--- src/rtl/spawn_scheduler_pkg.sv ---
// ---------------------------------------------------------------------------
// spawn_scheduler_pkg
// Shared game definitions used by the spawn scheduler and the monster block:
//   MONSTERS     - number of monster slots (slot index fits in 4 bits)
//   LANE_*       - spawn lane encoding (up/down/left/right)
//   game_state_e - game phase encoding (idle, running, over)
//   LFSR_MASK    - feedback mask of the 16-bit Galois LFSR
// ---------------------------------------------------------------------------
package spawn_scheduler_pkg;

    localparam int MONSTERS = 12;

    typedef logic [1:0] lane_t;
    localparam lane_t LANE_UP    = 2'b00;
    localparam lane_t LANE_DOWN  = 2'b01;
    localparam lane_t LANE_LEFT  = 2'b10;
    localparam lane_t LANE_RIGHT = 2'b11;

    typedef enum logic [1:0] {
        ST_IDLE = 2'd0,
        ST_RUN  = 2'd1,
        ST_OVER = 2'd2
    } game_state_e;

    localparam logic [15:0] LFSR_MASK = 16'hB400;

endpackage

--- src/rtl/spawn_scheduler_lfsr16.sv ---
// ---------------------------------------------------------------------------
// lfsr16
// 16-bit Galois LFSR (right-shifting). Steps on every clock, returns to SEED
// on reset. SEED must be nonzero or the register locks up at zero.
// Ports:
//   i_clk    clock
//   i_rst    synchronous active-high reset
//   o_state  current LFSR value
// ---------------------------------------------------------------------------
module lfsr16 #(
    parameter logic [15:0] SEED = 16'hACE1,
    parameter logic [15:0] MASK = 16'hB400
) (
    input  logic        i_clk,
    input  logic        i_rst,
    output logic [15:0] o_state
);

    logic [15:0] r_state;

    always_ff @(posedge i_clk) begin
        if (i_rst) begin
            r_state <= SEED;
        end else begin
            r_state <= {1'b0, r_state[15:1]} ^ (r_state[0] ? MASK : 16'h0000);
        end
    end

    assign o_state = r_state;

endmodule

--- src/rtl/spawn_scheduler.sv ---
// ---------------------------------------------------------------------------
// spawn_scheduler
// Game-level controller: owns the game phase, generates the move_tick
// cadence, schedules monster spawns (slot by circular first-free search,
// lane from an LFSR) and tracks score / difficulty level.
// Ports:
//   clk_game     game clock
//   rst          synchronous active-high reset
//   start        pulse: start or restart a game (ignored while running)
//   kill         pulse: one monster killed (counted only while running)
//   hit          pulse: a monster reached the hero (ends a running game)
//   slot_busy    occupancy of each monster slot
//   active       high while the game is running
//   move_tick    one-cycle monster-advance strobe
//   spawn_valid  one-cycle spawn command, only ever in a move_tick cycle
//   spawn_slot   slot to spawn into (holds between spawns)
//   spawn_lane   lane to spawn on (holds between spawns)
//   score        kills this game, saturating
//   level        difficulty level, saturating at 15
//   dbg_state    current game phase (game_state_e encoding)
//
// spawn_valid is a fire-and-forget command: there is no ready. The monster
// block must accept it in the same cycle and mark the slot busy before the
// next move_tick, otherwise the slot may be chosen again.
// ---------------------------------------------------------------------------
module spawn_scheduler
    import spawn_scheduler_pkg::*;
#(
    parameter int          PERIOD_INIT     = 1000,
    parameter int          PERIOD_STEP     = 50,
    parameter int          PERIOD_MIN      = 200,
    parameter int          KILLS_PER_LEVEL = 8,
    parameter int          SPAWN_GAP       = 2,
    parameter logic [15:0] LFSR_SEED       = 16'hACE1
) (
    input  logic                clk_game,
    input  logic                rst,
    input  logic                start,
    input  logic                kill,
    input  logic                hit,
    input  logic [MONSTERS-1:0] slot_busy,
    output logic                active,
    output logic                move_tick,
    output logic                spawn_valid,
    output logic [3:0]          spawn_slot,
    output logic [1:0]          spawn_lane,
    output logic [15:0]         score,
    output logic [3:0]          level,
    output logic [1:0]          dbg_state
);

    localparam logic [1:0]  S_IDLE    = ST_IDLE;
    localparam logic [1:0]  S_RUN     = ST_RUN;
    localparam logic [1:0]  S_OVER    = ST_OVER;
    localparam logic [7:0]  GAP_LAST  = 8'(SPAWN_GAP - 1);
    localparam logic [15:0] KILL_LAST = 16'(KILLS_PER_LEVEL - 1);

    // Tick period for a level, floored at PERIOD_MIN. Done in signed int so
    // a large level*step cannot wrap around to a huge period.
    function automatic logic [15:0] period_for(input logic [3:0] lvl);
        int p;
        p = PERIOD_INIT - int'(lvl) * PERIOD_STEP;
        if (p < PERIOD_MIN) begin
            p = PERIOD_MIN;
        end
        return 16'(p);
    endfunction

    // First clear bit of busy, searched circularly starting at ptr.
    // Returns {found, index}.
    function automatic logic [4:0] first_free(input logic [MONSTERS-1:0] busy,
                                              input logic [3:0]          ptr);
        logic       found;
        logic [3:0] sel;
        logic [3:0] idx;
        found = 1'b0;
        sel   = 4'd0;
        for (int i = 0; i < MONSTERS; i++) begin
            idx = 4'((int'(ptr) + i) % MONSTERS);
            if (!found && !busy[idx]) begin
                found = 1'b1;
                sel   = idx;
            end
        end
        return {found, sel};
    endfunction

    logic [1:0]  r_state;
    logic        r_active;
    logic [15:0] r_tick_cnt;
    logic        r_move_tick;
    logic        r_spawn_valid;
    logic [3:0]  r_spawn_slot;
    lane_t       r_spawn_lane;
    logic [15:0] r_score;
    logic [3:0]  r_level;
    logic [15:0] r_kill_cnt;
    logic [7:0]  r_gap;
    logic [3:0]  r_ptr;

    logic [15:0] w_lfsr;
    logic        w_unused_lfsr;
    logic        w_in_run;
    logic        w_fire;
    logic        w_attempt;
    logic [4:0]  w_search;
    logic        w_found;
    logic [3:0]  w_free_slot;
    logic [3:0]  w_next_ptr;

    lfsr16 #(
        .SEED (LFSR_SEED),
        .MASK (LFSR_MASK)
    ) u_lfsr (
        .i_clk   (clk_game),
        .i_rst   (rst),
        .o_state (w_lfsr)
    );

    // Only the two low bits pick the lane; the rest is free-running state.
    assign w_unused_lfsr = ^w_lfsr[15:2];

    assign w_in_run = (r_state == S_RUN);

    // move_tick is registered, so the tick is launched on the edge where the
    // counter steps 1 -> 0; the output is then high exactly while the counter
    // sits at 0. A hit in the same cycle suppresses it. slot_busy and the LFSR
    // are sampled on this launching edge.
    assign w_fire      = w_in_run && !hit && (r_tick_cnt == 16'd1);
    assign w_attempt   = w_fire && (r_gap == GAP_LAST);
    assign w_search    = first_free(slot_busy, r_ptr);
    assign w_found     = w_search[4];
    assign w_free_slot = w_search[3:0];
    assign w_next_ptr  = (w_free_slot == 4'(MONSTERS - 1)) ? 4'd0 : w_free_slot + 4'd1;

    always_ff @(posedge clk_game) begin
        if (rst) begin
            r_state       <= S_IDLE;
            r_active      <= 1'b0;
            r_tick_cnt    <= 16'd0;
            r_move_tick   <= 1'b0;
            r_spawn_valid <= 1'b0;
            r_spawn_slot  <= 4'd0;
            r_spawn_lane  <= 2'b00;
            r_score       <= 16'd0;
            r_level       <= 4'd0;
            r_kill_cnt    <= 16'd0;
            r_gap         <= 8'd0;
            r_ptr         <= 4'd0;
        end else begin
            r_move_tick   <= w_fire;
            r_spawn_valid <= w_attempt && w_found;

            case (r_state)
                S_RUN: begin
                    // A kill coinciding with hit still counts.
                    if (kill) begin
                        if (r_score != 16'hFFFF) begin
                            r_score <= r_score + 16'd1;
                        end
                        if (r_kill_cnt == KILL_LAST) begin
                            r_kill_cnt <= 16'd0;
                            if (r_level != 4'hF) begin
                                r_level <= r_level + 4'd1;
                            end
                        end else begin
                            r_kill_cnt <= r_kill_cnt + 16'd1;
                        end
                    end

                    if (hit) begin
                        r_state  <= S_OVER;
                        r_active <= 1'b0;
                    end

                    // Level changes only show up here, at the reload.
                    if (r_tick_cnt == 16'd0) begin
                        r_tick_cnt <= period_for(r_level) - 16'd1;
                    end else begin
                        r_tick_cnt <= r_tick_cnt - 16'd1;
                    end

                    if (w_fire) begin
                        if (w_attempt) begin
                            // With every slot busy the gap stays at its
                            // threshold so the attempt repeats next tick.
                            if (w_found) begin
                                r_spawn_slot <= w_free_slot;
                                r_spawn_lane <= lane_t'(w_lfsr[1:0]);
                                r_gap        <= 8'd0;
                                r_ptr        <= w_next_ptr;
                            end
                        end else begin
                            r_gap <= r_gap + 8'd1;
                        end
                    end
                end

                S_IDLE, S_OVER: begin
                    if (start) begin
                        r_state    <= S_RUN;
                        r_active   <= 1'b1;
                        r_score    <= 16'd0;
                        r_level    <= 4'd0;
                        r_kill_cnt <= 16'd0;
                        r_gap      <= 8'd0;
                        r_ptr      <= 4'd0;
                        r_tick_cnt <= period_for(4'd0) - 16'd1;
                    end
                end

                default: begin
                    r_state  <= S_IDLE;
                    r_active <= 1'b0;
                end
            endcase
        end
    end

    assign active      = r_active;
    assign move_tick   = r_move_tick;
    assign spawn_valid = r_spawn_valid;
    assign spawn_slot  = r_spawn_slot;
    assign spawn_lane  = r_spawn_lane;
    assign score       = r_score;
    assign level       = r_level;
    assign dbg_state   = r_state;

endmodule
--- config.mk ---
export PLATFORM = sky130hd
export DESIGN_NAME = spawn_scheduler
export DESIGN_NICKNAME = d
export VERILOG_FILES = /design/src/rtl/spawn_scheduler_pkg.sv /design/src/rtl/spawn_scheduler_lfsr16.sv /design/src/rtl/spawn_scheduler.sv
export SDC_FILE = /design/constraint.sdc
export NUM_CORES = 1
export LEC_CHECK = 0
export CORE_ASPECT_RATIO = 0.6
export CORE_MARGIN = 5
export CORE_UTILIZATION = 53
export DETAILED_ROUTE_END_ITERATION = 10
export PLACE_DENSITY = 0.76
export SLEW_MARGIN = 20
export SYNTH_ARGS = -nofsm -noshare
export SYNTH_HDL_FRONTEND = slang
export SYNTH_SLANG_ARGS = --single-unit
--- constraint.sdc ---
create_clock -name clk_game -period 5.6 [get_ports clk_game]
set_input_delay 1.68 -clock clk_game [delete_from_list [all_inputs] [get_ports clk_game]]
set_output_delay 1.68 -clock clk_game [all_outputs]
set_load 0.1 [all_outputs]
* Yosys cells after proc, flatten, opt, wreduce, memory -nomap -nowiden
Index checks and enable logic that the tools add are counted.
** Cells by class
- Shifts and indexed selects :: 0
- Reduce and logical (&&, ||, !) cells :: 49
- Order comparisons :: 13
- Eq/ne operators :: 18
- Muxes and demuxes :: 84
- Multiply operators :: 1
- Add/subtract/negate cells :: 19
- Div/mod/pow operators :: 12
- Bitwise gates (word level) :: 1
** Operator list (number)
- 32-bit by 5-bit remainder unit with 32-bit output (second input constant) :: 11
- 16-bit 2-to-1 mux :: 12
- 16-bit one-hot mux with 2 select lines :: 3
- 4-bit 2-to-1 mux :: 20
- 4-bit by 5-bit < comparator with 1-bit output (second input constant) :: 12
- 1-bit binary-select mux with 4-bit select :: 12
- 16-bit by 1-bit adder with 16-bit output (second input constant) :: 2
- 5-bit by 5-bit remainder unit with 32-bit output (second input constant) :: 1
- 8-bit 2-to-1 mux :: 4
- 16-bit by 1-bit subtractor with 16-bit output (second input constant) :: 2
- 1-bit 2-to-1 mux :: 26
- 1-bit zero test :: 22
- 4-bit by 3-bit adder with 5-bit output (second input constant) :: 4
- 4-bit by 4-bit adder with 5-bit output (second input constant) :: 4
- 16-bit by 1-bit == test with 1-bit output (second input constant) :: 1
- 16-bit by 3-bit == test with 1-bit output (second input constant) :: 1
- 16-bit zero test :: 1
- 16-bit != test (second input constant) :: 1
- 4-bit one-hot mux with 2 select lines :: 2
- 8-bit one-hot mux with 2 select lines :: 1
- 15-bit by 16-bit XOR with 16-bit output :: 1
- 1-bit logical AND :: 15
- 2-bit by 1-bit != test with 1-bit output (second input constant) :: 6
- 4-bit AND reduction :: 3
- 23 further kinds :: 30
** Word-level totals
- Output and inout port bits :: 31
- Bits in latches :: 0
- Logic and storage cells :: 210
- Memories :: 0
- Memory bits (read-only) :: 0
- RAM bits :: 0
- Register bits :: 91

* Depth between registers and ports, before layout
- Depth after elaboration :: 43
- Gate-level depth with buffers :: 22
- Mapped depth without buffers :: 20

* Cells and area by module
Synthesis repeated with hierarchy kept, for this count alone.
** Second synthesis, totals
- Cells, all modules :: 955
- Area, all modules :: 7588.5 um^2
** By module, submodules not included
- spawn_scheduler :: instances 1, cells each 919, area an instance 7125.6 um^2
- lfsr16 :: instances 1, cells each 36, area an instance 462.9 um^2

* Worst setup path after synthesis
No wires, ideal clock.
- Path kind :: register to register
- From :: register r_level[0] (netlist: level[0])
- To :: register r_tick_cnt[5]
- Clock period less this slack :: 5.113 ns
- Stages on the path, launching flop included :: 21
- Arrival :: 4.981 ns
- Library setup time :: 0.132 ns
- Path slack :: 0.487 ns
- Cells stage by stage :: dfxtp_1 > inv_1 > ha_1 > ha_1 > inv_1 > fa_1 > nor2b_1 > o21ai_0 > nor3_1 > xnor2_1 > a311oi_1 > ha_1 > clkbuf_1 > nand2b_1 > ha_1 > maj3_1 > o21ai_0 > xnor2_1 > nor3_1 > a211oi_1 > nor3_1
** On the way
- Longest elaborated chain between the ends :: 10
** Ends and longest elaborated chain
- start: declaration :: line spawn_scheduler.sv:96 : logic [3:0] r_level;
- start signal: assignment :: line spawn_scheduler.sv:164 : r_level <= r_level + 4'd1;
- 4-bit by 5-bit multiplier with 9-bit output (*) :: line spawn_scheduler.sv:62 : p = PERIOD_INIT - int'(lvl) * PERIOD_STEP;
- 10-bit by 10-bit subtractor with 11-bit output (*) :: line spawn_scheduler.sv:62
- 11-bit by 9-bit < comparator with 1-bit output :: line spawn_scheduler.sv:63 : if (p < PERIOD_MIN) begin
- 16-bit 2-to-1 mux (*) :: line spawn_scheduler.sv:63
- 16-bit 2-to-1 mux (*) :: line spawn_scheduler.sv:177 : if (r_tick_cnt == 16'd0) begin
- 16-bit 2-to-1 mux (*) :: line spawn_scheduler.sv:154 : case (r_state)
- 16-bit 2-to-1 mux (*) :: line spawn_scheduler.sv:137 : if (rst) begin
- 16-bit by 1-bit subtractor with 16-bit output (*) :: line spawn_scheduler.sv:178 : r_tick_cnt <= period_for(r_level) - 16'd1;
- 16-bit 2-to-1 mux (*) :: line spawn_scheduler.sv:177
- 16-bit one-hot mux with 2 select lines (*) :: line spawn_scheduler.sv:154
- end signal: assignment :: line spawn_scheduler.sv:178
- end signal: assignment :: line spawn_scheduler.sv:180 : r_tick_cnt <= r_tick_cnt - 16'd1;
- end signal: assignment :: line spawn_scheduler.sv:208 : r_tick_cnt <= period_for(4'd0) - 16'd1;
- end: declaration :: line spawn_scheduler.sv:90 : logic [15:0] r_tick_cnt;
Mark *: on every way between the ends. The rest lies on a longest branch, timed or not. The select of a mux whose other input is x is not followed.
A chain may end at the register's enable or synchronous reset.

* Final worst setup path
- From :: input port slot_busy[4]
- To :: register r_ptr[2]
** On the way
- Longest elaborated chain between the ends :: 41
- Elaborated cells on any way between the ends :: 89
- Classes of those cells :: 1 x add/sub; 2 x eq/ne; 53 x mux; 33 x reduce/logical
** Ends and longest elaborated chain
- start: declaration :: line spawn_scheduler.sv:41 : input logic [MONSTERS-1:0] slot_busy,
- 1-bit binary-select mux with 4-bit select :: line spawn_scheduler.sv:80 : if (!found && !busy[idx]) begin
- 1-bit 2-to-1 mux (implied by the code) :: line spawn_scheduler.sv:80
- 1-bit zero test :: line spawn_scheduler.sv:80
- 1-bit logical AND :: line spawn_scheduler.sv:80
- 1-bit 2-to-1 mux :: line spawn_scheduler.sv:80
- 1-bit zero test :: line spawn_scheduler.sv:80
- 1-bit logical AND :: line spawn_scheduler.sv:80
- 1-bit 2-to-1 mux :: line spawn_scheduler.sv:80
- (+26 left out)
- 4-bit 2-to-1 mux (*) :: line spawn_scheduler.sv:80
- net w_free_slot[1] :: line spawn_scheduler.sv:108 : logic [3:0] w_free_slot;
- 4-bit by 1-bit adder with 4-bit output or 4-bit == test (tied branches) :: line spawn_scheduler.sv:134 : assign w_next_ptr = (w_free_slot == 4'(MONSTERS - 1)) ? 4'd0 : w_free_slot + 4'd1;
- 4-bit 2-to-1 mux (*) :: line spawn_scheduler.sv:134
- 4-bit 2-to-1 mux (*) :: line spawn_scheduler.sv:187 : if (w_found) begin
- 4-bit 2-to-1 mux (*) :: line spawn_scheduler.sv:184 : if (w_attempt) begin
- 4-bit 2-to-1 mux (*) :: line spawn_scheduler.sv:183 : if (w_fire) begin
- 4-bit one-hot mux with 2 select lines (*) :: line spawn_scheduler.sv:154
- end signal: assignment :: line spawn_scheduler.sv:191 : r_ptr <= w_next_ptr;
- end: declaration :: line spawn_scheduler.sv:99 : logic [3:0] r_ptr;
Mark *: on every way through the listed nets, which the timed path passes. The rest lies on a longest branch. The select of a mux whose other input is x is not followed.

==> flow_summary.ini <==
[worst_setup_path]
worstPathArrival_ps = 5520
endpoint_kind = register
path_cells = clkdlybuf4s50_1 -> mux4_2 -> inv_1 -> o21ai_0 -> o21ai_0 -> or4_1 -> nor3_1 -> buf_4 -> nand2_1 -> a21boi_0 -> a221o_1 -> ha_1 -> nand2_1 -> mux2_2 -> o21ai_1
crit_type = input port to register
worst-endpoint-required_ps = 5880
path_max_fanout = 5
critPathMaxStageDelay_ps = 670
worst_path_max_delay_cell = or4_1
start_kind = input port

[floorplanning]
design.die.area_mm2 = 0.0172
num_io_pins = 48
num_rows = 34
start_util_pct = 53.7
fp.dieW_um = 166
fp.dieH_um = 104
fp.coreArea_mm2 = 0.0144

[clock_tree]
postCtsSetupBuffers = 0
cts_tree = built
cts_root_buf = clkbuf_16
clkSinkCount = 91
clockBufferDepth = 2
htree_levels = 3
cts_buffers = 9
cts.clk_slew.worst_paths_ps = 70
clk_latency_ps = 350

[outcome]
outcome = completed

[synth]
synth_ff_type = dfxtp_1
synth_top_cells_by_count = nor2_1, dfxtp_1, a21oi_1
syn_inst = 971
yosysSeqAreaShare_pct = 23.5
yosys.area_share.simple_pct = 27.5
synth_top_cell_by_area = dfxtp_1
mappedNetlistNets = 1043
synth_mux_area_share_pct = 7.93
yosysMostFrequentCell = nor2_1
synth_edf_count = 0
synth_area_mm2 = 0.00774
netlist.area_leader.share_pct = 23.5
synthArstFlopShare_pct = 0
synth_compound_area_share_pct = 20.2
synth_adder_area_share_pct = 9.11
synth_top_family_by_area = simple AND/OR/NAND/NOR gates
synthXorXnorAreaFrac_pct = 6.96
ys_types = 94
ys_warn_count = 0
synthTopCellsByArea = dfxtp_1, ha_1, nor2_1
ys_seq_elements = 91
syn_area_per_cell_um2 = 7.97

[placed_design]
gp_congestion = 1.02
place_ws_ps = 202
dp.cells = 1193
place_hpwl_mm = 15.2
portBuffers = 47

[sta]
slew_headroom_pct = 33.0
max_slew.worst_pin.slew_ps = 1000
hold_viol_final = 0
fin_ws_ps = 360
post-route-period-util_pct = 93.6
setup_tns_ps = 0
min_period_ps = 5240
finClkSkew_ps = 8.47
slew_viol_final = 0
fmax_mhz = 191
setup_violations = 0
rsz0062_at_grt = no

[global_routing]
first_global_vias = 6421
grt.overflow.total = 0
grt_use_total_pct = 22.5
antenna_found_initial = 0
grt_start_max_net_pins = 35
grt_first_pass_wirelength_mm = 33.1

[finish]
finalNetCount = 1078
fin_cells = 1208
antenna_cells = 0
n_fill_cell = 1242
regArea_mm2 = 0.00182
drive_above_1_share_pct = 11.4
syn_to_final_growth_pct = 12.4
multiInputGateArea_mm2 = 0.00557
final_core_util_pct = 60.4

[drt]
drt_wl_total_mm = 19.8
vias = 7232
first_pass_iters = 5
routed_via_density = 5.99
ant_nets = 0
drc = 0
dr.first_iter.drc_count = 818
wire_per_inst_um = 16.4

[hold_path]
hp-class = register to register

[power]
ir_drop_v = 0.000149
cellLeakagePower_nw = 3.36
p_comb_share_pct = 16.8
intPower_mw = 1.12
powerDensity_mw_per_mm2 = 180
p_sw_share_pct = 28.4
p_sw_mw = 0.444
p_seq_share_pct = 44.0
power_mw = 1.56
power_frac_clock_pct = 39.3

[job]
drv_cap = 0
-- metrics by stage --
step	hold slack [ps]	instance area (um2)
floorplan	389	7740
global placement	391	8390
detailed placement	399	8390
CTS	414	8690
global route	437	8710
finish	412	8710
-- registers in the layout (all words and copies together) (netlist names) --
register,count
active,1
r_kill_cnt,16
r_gap,8
r_ptr,4
spawn_lane,2
score,16
r_tick_cnt,16
dbg_state,2
level,4
spawn_slot,4
move_tick,1
u_lfsr.o_state,16
spawn_valid,1
-- area by class of cell --
class                      instances  area share, %
clock buffer                       9           2.59
clock inverter                     6          0.862
inverter                          37           1.60
multi-input combinational        799           64.0
sequential                        91           21.0
tap                              198           2.85
timing repair buffer              68           7.16
-- per-layer routing --
metal	GRT usage, %	vias to the layer above	routed length (um)
met1	36.6	3357	10300
met3	7.31	11	2080
met5	0	-	0
li1	-	3590	-
met2	29.0	274	7310
met4	2.41	0	76
-- power by group through the flow --
stage	registers, mW	clock network (mW)	logic (mW)
5_1_grt	0.691	0.653	0.288
2_1_floorplan	0.715	0	0.176
6_report	0.688	0.614	0.262
3_5_place_dp	0.701	0	0.256
3_3_place_gp	0.701	0	0.253
4_1_cts	0.687	0.627	0.258
-- path summary, 6_finish.rpt --
check / startpoint / endpoint / slack (ps) / cells after the start
setup / recovery: slot_busy[4] / r_ptr[2] / 360 / 15
hold / removal: u_lfsr.o_state[6] / u_lfsr.o_state[5] / 410 / 1
setup reg to reg: r_ptr[1] / r_ptr[2] / 420 / 20
hold reg to reg: u_lfsr.o_state[6] / u_lfsr.o_state[5] / 410 / 1
-- cells in the final DEF, fill, tap and decap left out, types with 7 or more instances in the layout --
cell type / n
nand2b_1: 14
a22oi_1: 10
and3_1: 20
a211oi_1: 9
or2_2: 10
nor2_1: 123
or3_1: 13
ha_1: 54
o21ai_0: 66
clkdlybuf4s50_1: 46
a31oi_1: 9
mux2i_1: 17
a21oi_1: 68
xor2_1: 25
buf_4: 21
o31ai_1: 8
mux2_2: 7
inv_1: 35
xnor2_1: 25
nor4_1: 9
clkbuf_16: 9
nor2b_1: 29
nand4_1: 14
mux4_2: 15
nand3_1: 18
nor3_1: 38
and2_1: 9
dfxtp_1: 89
nand2_1: 59
-- critical path: cells and delay by family --
kind / cells / cell delay [ps]
and+or+nand+nor: 4 / 940
muxes: 2 / 540
AOI/OAI and AO/OA: 5 / 1330
buffers and inverters: 3 / 800
adders and majority gates: 1 / 210
-- timing repair --
item                                    CTS  global route
endpoints found under the setup margin    0             4
resized for setup                         0             5
hold buffers                              0             0
-- kinds of logic (layout without fill, tap and decap cells) --
group	count (synthesis)	count (layout)
XOR/XNOR	56	56
multiplexers	41	41
buffers and inverters	81	120
flip-flops	91	91
AND/OR/NAND/NOR	403	403
adder cells (fa/ha/maj)	56	56
AO/OA/AOI/OAI	243	243
(Power assumes the default switching activity.)
